<file path="src/rtl/conv_stream_ctrl.sv">
// conv_stream_ctrl: streams a W x H image from the input RAM in raster
// order and drives shift/zero-select to a KxK line-buffer datapath.
// It flags strided windows with output coordinates behind a ready/valid handshake.
// Ports: clk, rst (async active-low), start, stride, out_ready ->
//        rd_inram, pixadr, init0, sh, sel0, avail, out_row, out_col,
//        busy, done.
// Optional: define CONV_STALL_CNT_EN to add stall_cnt[15:0], a saturating
// count of stalled cycles in the current frame.
module conv_stream_ctrl #(
    parameter int W  = 8,
    parameter int H  = 8,
    parameter int K  = 3,
    parameter int AW = 16,
    parameter int CW = 8
) (
    input  logic          clk,
    input  logic          rst,
    input  logic          start,
    input  logic [1:0]    stride,
    input  logic          out_ready,
    output logic          rd_inram,
    output logic [AW-1:0] pixadr,
    output logic          init0,
    output logic          sh,
    output logic          sel0,
    output logic          avail,
    output logic [CW-1:0] out_row,
    output logic [CW-1:0] out_col,
    output logic          busy,
`ifdef CONV_STALL_CNT_EN
    output logic [15:0]   stall_cnt,
`endif
    output logic          done
);

    typedef enum logic [2:0] {
        S_IDLE, S_INIT, S_RUN, S_DRAIN, S_DONE
    } state_t;

    localparam logic [AW-1:0] LAST    = AW'(W*H-1);
    localparam logic [CW-1:0] COL_MAX = CW'(W-1);
    localparam logic [CW-1:0] ROW_MAX = CW'(H-1);
    localparam logic [CW-1:0] KM1     = CW'(K-1);
    localparam logic [CW-1:0] ONE     = CW'(1);

    state_t        state_q, state_d;
    logic [1:0]    smax_q, smax_d;
    logic [AW-1:0] addr_q, addr_d;
    logic          pend_q, pend_d;
    logic [CW-1:0] s_row_q, s_row_d;
    logic [CW-1:0] s_col_q, s_col_d;
    // Stride phase and output index of the pixel about to be shifted.
    logic [1:0]    rph_q, rph_d;
    logic [1:0]    cph_q, cph_d;
    logic [CW-1:0] orow_q, orow_d;
    logic [CW-1:0] ocol_q, ocol_d;
    logic          avail_q, avail_d;
    logic [CW-1:0] out_row_q, out_row_d;
    logic [CW-1:0] out_col_q, out_col_d;
    logic          stall;
    logic          fetch;
    logic          hit;
`ifdef CONV_STALL_CNT_EN
    logic [15:0]   scnt_q, scnt_d;
`endif

    always_comb begin
        state_d   = state_q;
        smax_d    = smax_q;
        addr_d    = addr_q;
        pend_d    = pend_q;
        s_row_d   = s_row_q;
        s_col_d   = s_col_q;
        rph_d     = rph_q;
        cph_d     = cph_q;
        orow_d    = orow_q;
        ocol_d    = ocol_q;
        avail_d   = avail_q;
        out_row_d = out_row_q;
        out_col_d = out_col_q;
        rd_inram  = 1'b0;
        init0     = 1'b0;
        busy      = 1'b0;
        done      = 1'b0;
        fetch     = 1'b0;
        stall     = avail_q && !out_ready;
        sh        = pend_q && !stall;
        sel0      = sh && (s_col_q == '0);
        hit       = (s_row_q >= KM1) && (s_col_q >= KM1)
                    && (rph_q == 2'd0) && (cph_q == 2'd0);

        unique case (state_q)
            S_IDLE: begin
                if (start) begin
                    smax_d  = (stride == 2'd0) ? 2'd0 : stride - 2'd1;
                    state_d = S_INIT;
                end
            end
            S_INIT: begin
                init0   = 1'b1;
                busy    = 1'b1;
                state_d = S_RUN;
            end
            S_RUN: begin
                busy     = 1'b1;
                fetch    = !stall;
                rd_inram = fetch;
                if (fetch) begin
                    if (addr_q == LAST) state_d = S_DRAIN;
                    else                addr_d  = addr_q + AW'(1);
                end
            end
            S_DRAIN: begin
                busy = 1'b1;
                // Last pixel shifted and no window left waiting.
                if (!pend_q && (!avail_q || out_ready)) state_d = S_DONE;
            end
            S_DONE: begin
                done    = 1'b1;
                state_d = S_IDLE;
            end
            default: state_d = S_IDLE;
        endcase

        if (state_q == S_INIT) begin
            addr_d    = '0;
            pend_d    = 1'b0;
            s_row_d   = '0;
            s_col_d   = '0;
            rph_d     = 2'd0;
            cph_d     = 2'd0;
            orow_d    = '0;
            ocol_d    = '0;
            avail_d   = 1'b0;
            out_row_d = '0;
            out_col_d = '0;
        end else begin
            if (!stall) begin
                pend_d  = fetch;
                avail_d = sh && hit;
                if (sh && hit) begin
                    out_row_d = orow_q;
                    out_col_d = ocol_q;
                end
            end
            if (sh) begin
                if (s_col_q == COL_MAX) begin
                    s_col_d = '0;
                    cph_d   = 2'd0;
                    ocol_d  = '0;
                    if (s_row_q != ROW_MAX) s_row_d = s_row_q + ONE;
                    if (s_row_q >= KM1) begin
                        if (rph_q == smax_q) begin
                            rph_d  = 2'd0;
                            orow_d = orow_q + ONE;
                        end else begin
                            rph_d = rph_q + 2'd1;
                        end
                    end
                end else begin
                    s_col_d = s_col_q + ONE;
                    if (s_col_q >= KM1) begin
                        if (cph_q == smax_q) begin
                            cph_d  = 2'd0;
                            ocol_d = ocol_q + ONE;
                        end else begin
                            cph_d = cph_q + 2'd1;
                        end
                    end
                end
            end
        end
    end

`ifdef CONV_STALL_CNT_EN
    always_comb begin
        scnt_d = scnt_q;
        if (state_q == S_INIT)                         scnt_d = '0;
        else if (stall && busy && scnt_q != 16'hFFFF) scnt_d = scnt_q + 16'd1;
    end

    always_ff @(posedge clk or negedge rst) begin
        if (!rst) scnt_q <= '0;
        else      scnt_q <= scnt_d;
    end

    assign stall_cnt = scnt_q;
`endif

    always_ff @(posedge clk or negedge rst) begin
        if (!rst) begin
            state_q   <= S_IDLE;
            smax_q    <= 2'd0;
            addr_q    <= '0;
            pend_q    <= 1'b0;
            s_row_q   <= '0;
            s_col_q   <= '0;
            rph_q     <= 2'd0;
            cph_q     <= 2'd0;
            orow_q    <= '0;
            ocol_q    <= '0;
            avail_q   <= 1'b0;
            out_row_q <= '0;
            out_col_q <= '0;
        end else begin
            state_q   <= state_d;
            smax_q    <= smax_d;
            addr_q    <= addr_d;
            pend_q    <= pend_d;
            s_row_q   <= s_row_d;
            s_col_q   <= s_col_d;
            rph_q     <= rph_d;
            cph_q     <= cph_d;
            orow_q    <= orow_d;
            ocol_q    <= ocol_d;
            avail_q   <= avail_d;
            out_row_q <= out_row_d;
            out_col_q <= out_col_d;
        end
    end

    assign pixadr  = addr_q;
    assign avail   = avail_q;
    assign out_row = out_row_q;
    assign out_col = out_col_q;

endmodule

</file>
<file path="config.mk">
export PLATFORM = sky130hd
export DESIGN_NAME = conv_stream_ctrl
export DESIGN_NICKNAME = d
export VERILOG_FILES = /design/src/rtl/conv_stream_ctrl.sv
export SDC_FILE = /design/constraint.sdc
export NUM_CORES = 1
export LEC_CHECK = 0
export ABC_AREA = 1
export CAP_MARGIN = 40
export CORE_ASPECT_RATIO = 1.2
export CORE_MARGIN = 2
export CORE_UTILIZATION = 60
export DETAILED_ROUTE_END_ITERATION = 10
export PLACE_DENSITY_LB_ADDON = 0.12
export SETUP_SLACK_MARGIN = 0.15
export SLEW_MARGIN = 30
export SYNTH_ARGS = -nofsm -noshare
export SYNTH_HDL_FRONTEND = slang
export SYNTH_SLANG_ARGS = --single-unit
</file>
<file path="constraint.sdc">
create_clock -name clk -period 2.2 [get_ports clk]
set_input_delay 0.55 -clock clk [delete_from_list [all_inputs] [get_ports clk]]
set_output_delay 0.55 -clock clk [all_outputs]
set_load 0.05 [all_outputs]
</file>
==> results of run 1 <==
## final cells by class
class | instances | area [sq um] | area share, %
multi-input combinational | 467 | 2370 | 43.2
sequential | 75 | 1880 | 34.2
timing repair buffer | 73 | 668 | 12.2
inverter | 59 | 231 | 4.22
clock buffer | 10 | 138 | 2.51
tap | 90 | 113 | 2.05
clock inverter | 6 | 88.8 | 1.62
## worst paths after layout
| path | endpoint | depth (start not counted) | slack, ns | from |
|---|---|---|---|---|
| min | pixadr[6]$_DFFE_PN0P_ | 1 | 0.06 | rst |
| max | sel0 | 5 | 0.13 | s_col_q[7]$_DFFE_PN0N_ |
| max in group asynchronous | s_col_q[4]$_DFFE_PN0N_ | 2 | 1.61 | rst |
| min in group clk | out_row[2]$_DFFE_PN0P_ | 2 | 0.50 | out_row[2]$_DFFE_PN0P_ |
| min reg2reg | out_row[2]$_DFFE_PN0P_ | 2 | 0.50 | out_row[2]$_DFFE_PN0P_ |
| max reg2reg | cph_q[1]$_DFFE_PN0P_ | 10 | 0.35 | s_col_q[1]$_DFFE_PN0N_ |
## registers in the layout, indices dropped and copies added, names as in the netlist
register	flops
pend_q	1
pixadr	16
ocol_q	8
out_row	8
avail	1
rph_q	2
state_q	3
s_row_q	8
orow_q	8
out_col	8
cph_q	2
smax_q	2
s_col_q	8
## power groups by stage
stage	combinational [mW]	clock [mW]	sequential, mW
6_report	3.28	1.21	1.94
5_1_grt	3.61	1.28	1.98
4_1_cts	3.25	1.23	1.93
3_5_place_dp	3.20	0	1.95
3_3_place_gp	3.12	0	1.94
2_1_floorplan	2.16	0	2.11
## per-layer routing
layer | vias up | part of all wire, % | global-route usage (%)
met5 | - | 0 | 0
met3 | 20 | 4.9 | 3.40
met4 | 0 | 1.8 | 11.7
met1 | 1996 | 44 | 34.9
li1 | 2126 | - | -
met2 | 141 | 50 | 44.7
## cells in the mapped netlist (5+ instances only)
cell type / number
nand2_1: 203
dfrtp_1: 75
nand3_1: 60
nor2_1: 60
inv_1: 54
nand4_1: 33
o21ai_0: 18
xor2_1: 13
nor3_1: 12
a21oi_1: 10
ha_1: 10
buf_2: 9
nand2_2: 9
nor2_4: 8
buf_6: 5
nor2_2: 5
## through the flow
stage,utilization (%),power [mW],instance area [sq um],hold slack [ns]
6_report,75.0,6.43,5490,0.0613
5_1_grt,75.0,6.87,5490,0.0766
4_1_cts,74.2,6.41,5430,0.0647
3_5_place_dp,70.8,5.15,5180,0.451
3_3_place_gp,70.8,5.05,5180,0.445
2_1_floorplan,-,4.26,4560,0.254
## cells by family after synthesis
group           after synthesis  share of synthesized area (%)
simple gates                403                           40.8
xor+xnor                     17                           3.27
fa+ha+maj                    10                           2.75
compound gates               37                           4.50
buf+inv                      75                           7.47
flops                        75                           41.2
## worst max-delay path, stage by stage (launching register included)
cell	delay, ns
dfrtp_1	0.42
nor2_2	0.18
nand2_2	0.10
nor2_4	0.12
and3_4	0.21
buf_12	0.13
## timing repair
item	4_1_cts	5_1_grt
endpoints found under the setup margin	37	3
pin swaps	2	2
buffers inserted	5	6
gates cloned	0	0
resized for setup	44	6
==> results.py, run 1 <==
metrics = {
    "floorplan": {
        "start_util_pct": 62.3,
        "die_y_microns": 99.5,
        "pin_count": 45,
        "std_cell_rows": 34,
        "die-area_sq_um": 8310,
        "dieWidth_microns": 83.6,
        "coreArea_sq_um": 7320,
    },
    "pwr": {
        "powerDensity_nw_per_um2": 1170,
        "p_clk_share_pct": 18.8,
        "seqPwrFrac_pct": 30.2,
        "switching_share_pct": 47.5,
        "leakagePower_nw": 2.92,
        "p_sw_mw": 3.06,
        "p_int_mw": 3.38,
        "ir_drop_mv": 0.966,
        "comb_power_share_pct": 51.0,
    },
    "grt": {
        "track_usage_pct": 26.6,
        "grt.overflow.total": 0,
        "grt_pass1_vias": 3931,
        "grt_pass1_wl_microns": 17900,
        "grt_max_degree": 45,
        "antenna_found_initial": 0,
    },
    "routing": {
        "wl_microns": 10600,
        "wl_per_cell_microns": 13.6,
        "drc": 0,
        "dr.pass1.iters": 5,
        "vias": 4283,
        "ant_nets": 0,
        "vias_per_cell": 5.49,
        "drt_iter0_markers": 363,
    },
    "setup_path": {
        "cp-end-kind": "primary output",
        "required_ns": 1.65,
        "critPathKind": "reg -> out",
        "cp_max_fo": 4,
        "start_kind": "flop",
        "critical_path_arrival_ns": 1.52,
    },
    "sta": {
        "finalCriticalPeriod_ns": 2.07,
        "max_freq_mhz": 484,
        "tightest_slew_ns": 0.510,
        "slew-limit-headroom_pct": 66.1,
        "finalCritPeriodShare_pct": 94.0,
        "hold_violations": 0,
        "setup_viol": 0,
        "fin_ws_ns": 0.133,
        "clock_skew_ns": 0.0130,
        "rsz0062_at_grt": "yes",
        "slew_violations": 0,
        "tns_ns": 0,
    },
    "layout": {
        "finalNetCount": 701,
        "layout_commonest_cell": "nand2_1",
        "nFillCells": 567,
        "num_antenna_cells": 0,
        "final_cells": 780,
        "syn2layout_area_growth_pct": 20.4,
        "drive_above_1_share_pct": 14.8,
        "final_cell_mix": "202 x nand2_1, 73 x dfrtp_1, 60 x nand3_1, 59 x nor2_1, 51 x inv_1",
    },
    "synthesis": {
        "synth_ff_type": "dfrtp_1",
        "synth_edf_count": 0,
        "synth_largest_area_cell": "dfrtp_1",
        "synth_top_area_share_pct": 41.2,
        "syn-num-nets": 633,
        "yosys_warnings": 0,
        "seq_area_frac_synth_pct": 41.2,
        "ys_types": 31,
        "synthTopCellsByArea": "dfrtp_1 41%, nand2_1 17%, nand3_1 6.6%",
        "syn_inst": 617,
        "ys_ff_latch": 75,
        "synth.avg_cell_area_sq_um": 7.39,
        "async_reset_ff_share_pct": 100,
        "syn-cell-area_sq_um": 4560,
    },
    "place": {
        "dp_cells": 753,
        "portBuffers": 44,
        "hpwl_microns": 7470,
        "routabilityCongestion": 0.934,
        "place_ws_ns": -0.0981,
    },
    "clocking": {
        "cts_buffer_depth": 2,
        "cts-buffers-inserted": 9,
        "clock_latency_ns": 0.36,
        "cts_tree": "built",
        "cts-root-buf": "clkbuf_8",
        "numClockSinks": 75,
        "clk_pin_slew_ns": 0.08,
        "htree_levels": 3,
        "holdBufCountCts": 0,
    },
    "job": {
        "max_cap_violations": 0,
    },
    "min_path": {
        "hold_class": "in -> async",
    },
    "run_status": {
        "status": "finished, final reports clean",
    },
}
No activity file was read; power rests on OpenSTA's default activity.
==> run 2, diff against run 1 <==
--- a/config.mk
+++ b/config.mk
@@ -6,13 +6,14 @@
 export NUM_CORES = 1
 export LEC_CHECK = 0
 export ABC_AREA = 1
-export CAP_MARGIN = 40
+export CAP_MARGIN = 20
 export CORE_ASPECT_RATIO = 1.2
 export CORE_MARGIN = 2
 export CORE_UTILIZATION = 60
 export DETAILED_ROUTE_END_ITERATION = 10
 export PLACE_DENSITY_LB_ADDON = 0.12
 export SETUP_SLACK_MARGIN = 0.15
+export SKIP_LAST_GASP = 1
 export SLEW_MARGIN = 30
 export SYNTH_ARGS = -nofsm -noshare
 export SYNTH_HDL_FRONTEND = slang
==> results of run 2 <==
Same layout as run 1: the final DEF is identical, and so are final timing and power.
==> run 3, diff against run 2 <==
--- a/config.mk
+++ b/config.mk
@@ -9,7 +9,7 @@
 export CAP_MARGIN = 20
 export CORE_ASPECT_RATIO = 1.2
 export CORE_MARGIN = 2
-export CORE_UTILIZATION = 60
+export CORE_UTILIZATION = 45
 export DETAILED_ROUTE_END_ITERATION = 10
 export PLACE_DENSITY_LB_ADDON = 0.12
 export SETUP_SLACK_MARGIN = 0.15
==> run 3 against run 2 <==
Net effect:
- clock skew decreased by 0.0058 ns
- register-to-register slack barely moved
- sequential share of layout area fell by 0.87 points
- sequential power hardly changed
- clock-buffer cell count increased by 1
- clock power is 20% higher
- largest power group unchanged
==> results.py, run 3 (same netlist as run 1, synthesis figures left out) <==
metrics = {
    "sta": {
        "slew_violations": 0,
        "rsz0062_at_grt": "yes",
        "clock_skew_ns": 0.00723,
        "slew-limit-headroom_pct": 64.6,
        "finalCriticalPeriod_ns": 2.02,
        "setup_viol": 0,
        "hold_violations": 0,
        "holdWs_ns": 0.101,
        "finalCritPeriodShare_pct": 92.0,
        "max_freq_mhz": 494,
        "tightest_slew_ns": 0.525,
    },
    "pwr": {
        "powerDensity_nw_per_um2": 1200,
        "leakagePower_nw": 3.05,
        "finalPower_mw": 6.73,
        "ir_drop_mv": 0.983,
    },
    "setup_path": {
        "cpLargestDelayFamily": "simple AND/OR/NAND/NOR gates",
        "worstRegToRegCells": 9,
        "critPathSlowestCell": "dfrtp_1",
        "cp_max_fo": 4,
        "path_buf_inv": 1,
        "cpPeakStageDelay_ns": 0.41,
        "critPathKind": "reg -> out",
        "start_kind": "flop",
        "required_ns": 1.65,
        "crit_cells": 5,
        "cp-end-kind": "primary output",
        "critical_path_arrival_ns": 1.47,
        "path_cells": "nor2_2 -> nand2_2 -> nor2_4 -> and3_4 -> buf_12",
    },
    "clocking": {
        "clk_pin_slew_ns": 0.06,
        "clock_latency_ns": 0.34,
        "numClockSinks": 75,
        "cts-root-buf": "clkbuf_16",
        "cts_buffer_depth": 2,
        "cts-buffers-inserted": 9,
        "holdBufCountCts": 0,
        "cts_tree": "built",
        "htree_levels": 3,
    },
    "min_path": {
        "hold_class": "in -> async",
    },
    "routing": {
        "dr.pass1.iters": 4,
        "wl_microns": 11100,
        "wl_per_cell_microns": 13.6,
        "drc": 0,
        "vias_per_cell": 5.15,
        "vias": 4210,
        "ant_nets": 0,
        "drt_iter0_markers": 191,
    },
    "layout": {
        "layout_commonest_cell": "nand2_1",
        "syn2layout_area_growth_pct": 23.5,
        "finalNetCount": 704,
        "final_cells": 817,
        "nFillCells": 980,
        "num_antenna_cells": 0,
        "largest_register_ffs": 16,
        "drive_above_1_share_pct": 14.3,
        "final_cell_mix": "202 x nand2_1, 74 x dfrtp_1, 60 x nand3_1, 59 x nor2_1, 53 x inv_1",
    },
    "floorplan": {
        "start_util_pct": 45.8,
        "die_y_microns": 114,
        "dieWidth_microns": 95.9,
        "coreArea_sq_um": 9960,
        "pin_count": 45,
        "std_cell_rows": 40,
        "die-area_sq_um": 11000,
    },
    "grt": {
        "grt_pass1_wl_microns": 18600,
        "track_usage_pct": 21.7,
        "grt.overflow.total": 0,
        "grt_pass1_vias": 3888,
        "grt_max_degree": 43,
        "antenna_found_initial": 0,
    },
    "place": {
        "routabilityCongestion": 0.859,
        "portBuffers": 44,
        "dp_cells": 795,
        "hpwl_microns": 7920,
    },
    "job": {
        "max_cap_violations": 0,
    },
    "run_status": {
        "status": "finished, final reports clean",
    },
}
run 3: per-stage QoR:
step | util (%) | setup WS, ns | cell area (sq um) | setup TNS, ns
after floorplan | - | 0.185 | 4560 | 0
after global placement | 52.9 | -0.0432 | 5270 | -0.120
after detailed placement | 52.9 | -0.0406 | 5270 | -0.149
after CTS | 55.8 | 0.0826 | 5560 | 0
after global routing | 56.5 | 0.113 | 5630 | 0
final | 56.5 | 0.175 | 5630 | 0
run 3: path summary, 6_finish.rpt:
kind	from	endpoint	slack (ns)
setup / recovery	s_col_q[7]$_DFFE_PN0N_	sel0	0.18
hold / removal	rst	pixadr[9]$_DFFE_PN0P_	0.10
setup reg to reg	state_q[1]$_DFFE_PN0P_	s_row_q[5]$_DFFE_PN0P_	0.35
hold reg to reg	out_col[2]$_DFFE_PN0P_	out_col[2]$_DFFE_PN0P_	0.49
max in group asynchronous	rst	ocol_q[3]$_DFFE_PN0P_	1.50
min in group clk	out_col[2]$_DFFE_PN0P_	out_col[2]$_DFFE_PN0P_	0.49
run 3: layer usage:
layer  global-route usage, %  routed length [microns]
met1                    29.4                     5170
met2                    35.1                     5360
met5                       0                        0
met3                    4.41                      480
met4                    6.48                      144
run 3: report_power, final:
part,leakage [nW],internal [mW],switching [mW]
Clock,0.141,0.893,0.558
Sequential,1.02,1.64,0.305
Combinational,1.89,1.13,2.21
run 3: final cells by class:
class,count,area (sq um),share of cell area [%]
clock buffer,11,243,4.31
timing repair buffer,76,709,12.6
clock inverter,3,40.0,0.712
inverter,59,234,4.16
multi-input combinational,467,2360,42.0
tap,126,158,2.80
sequential,75,1880,33.4
run 3: what timing repair did:
item,4_1_cts,5_1_grt
endpoints found under the setup margin,31,8
gates resized for setup,35,11
cloned,0,0
setup buffers,3,5
pin swaps,1,1
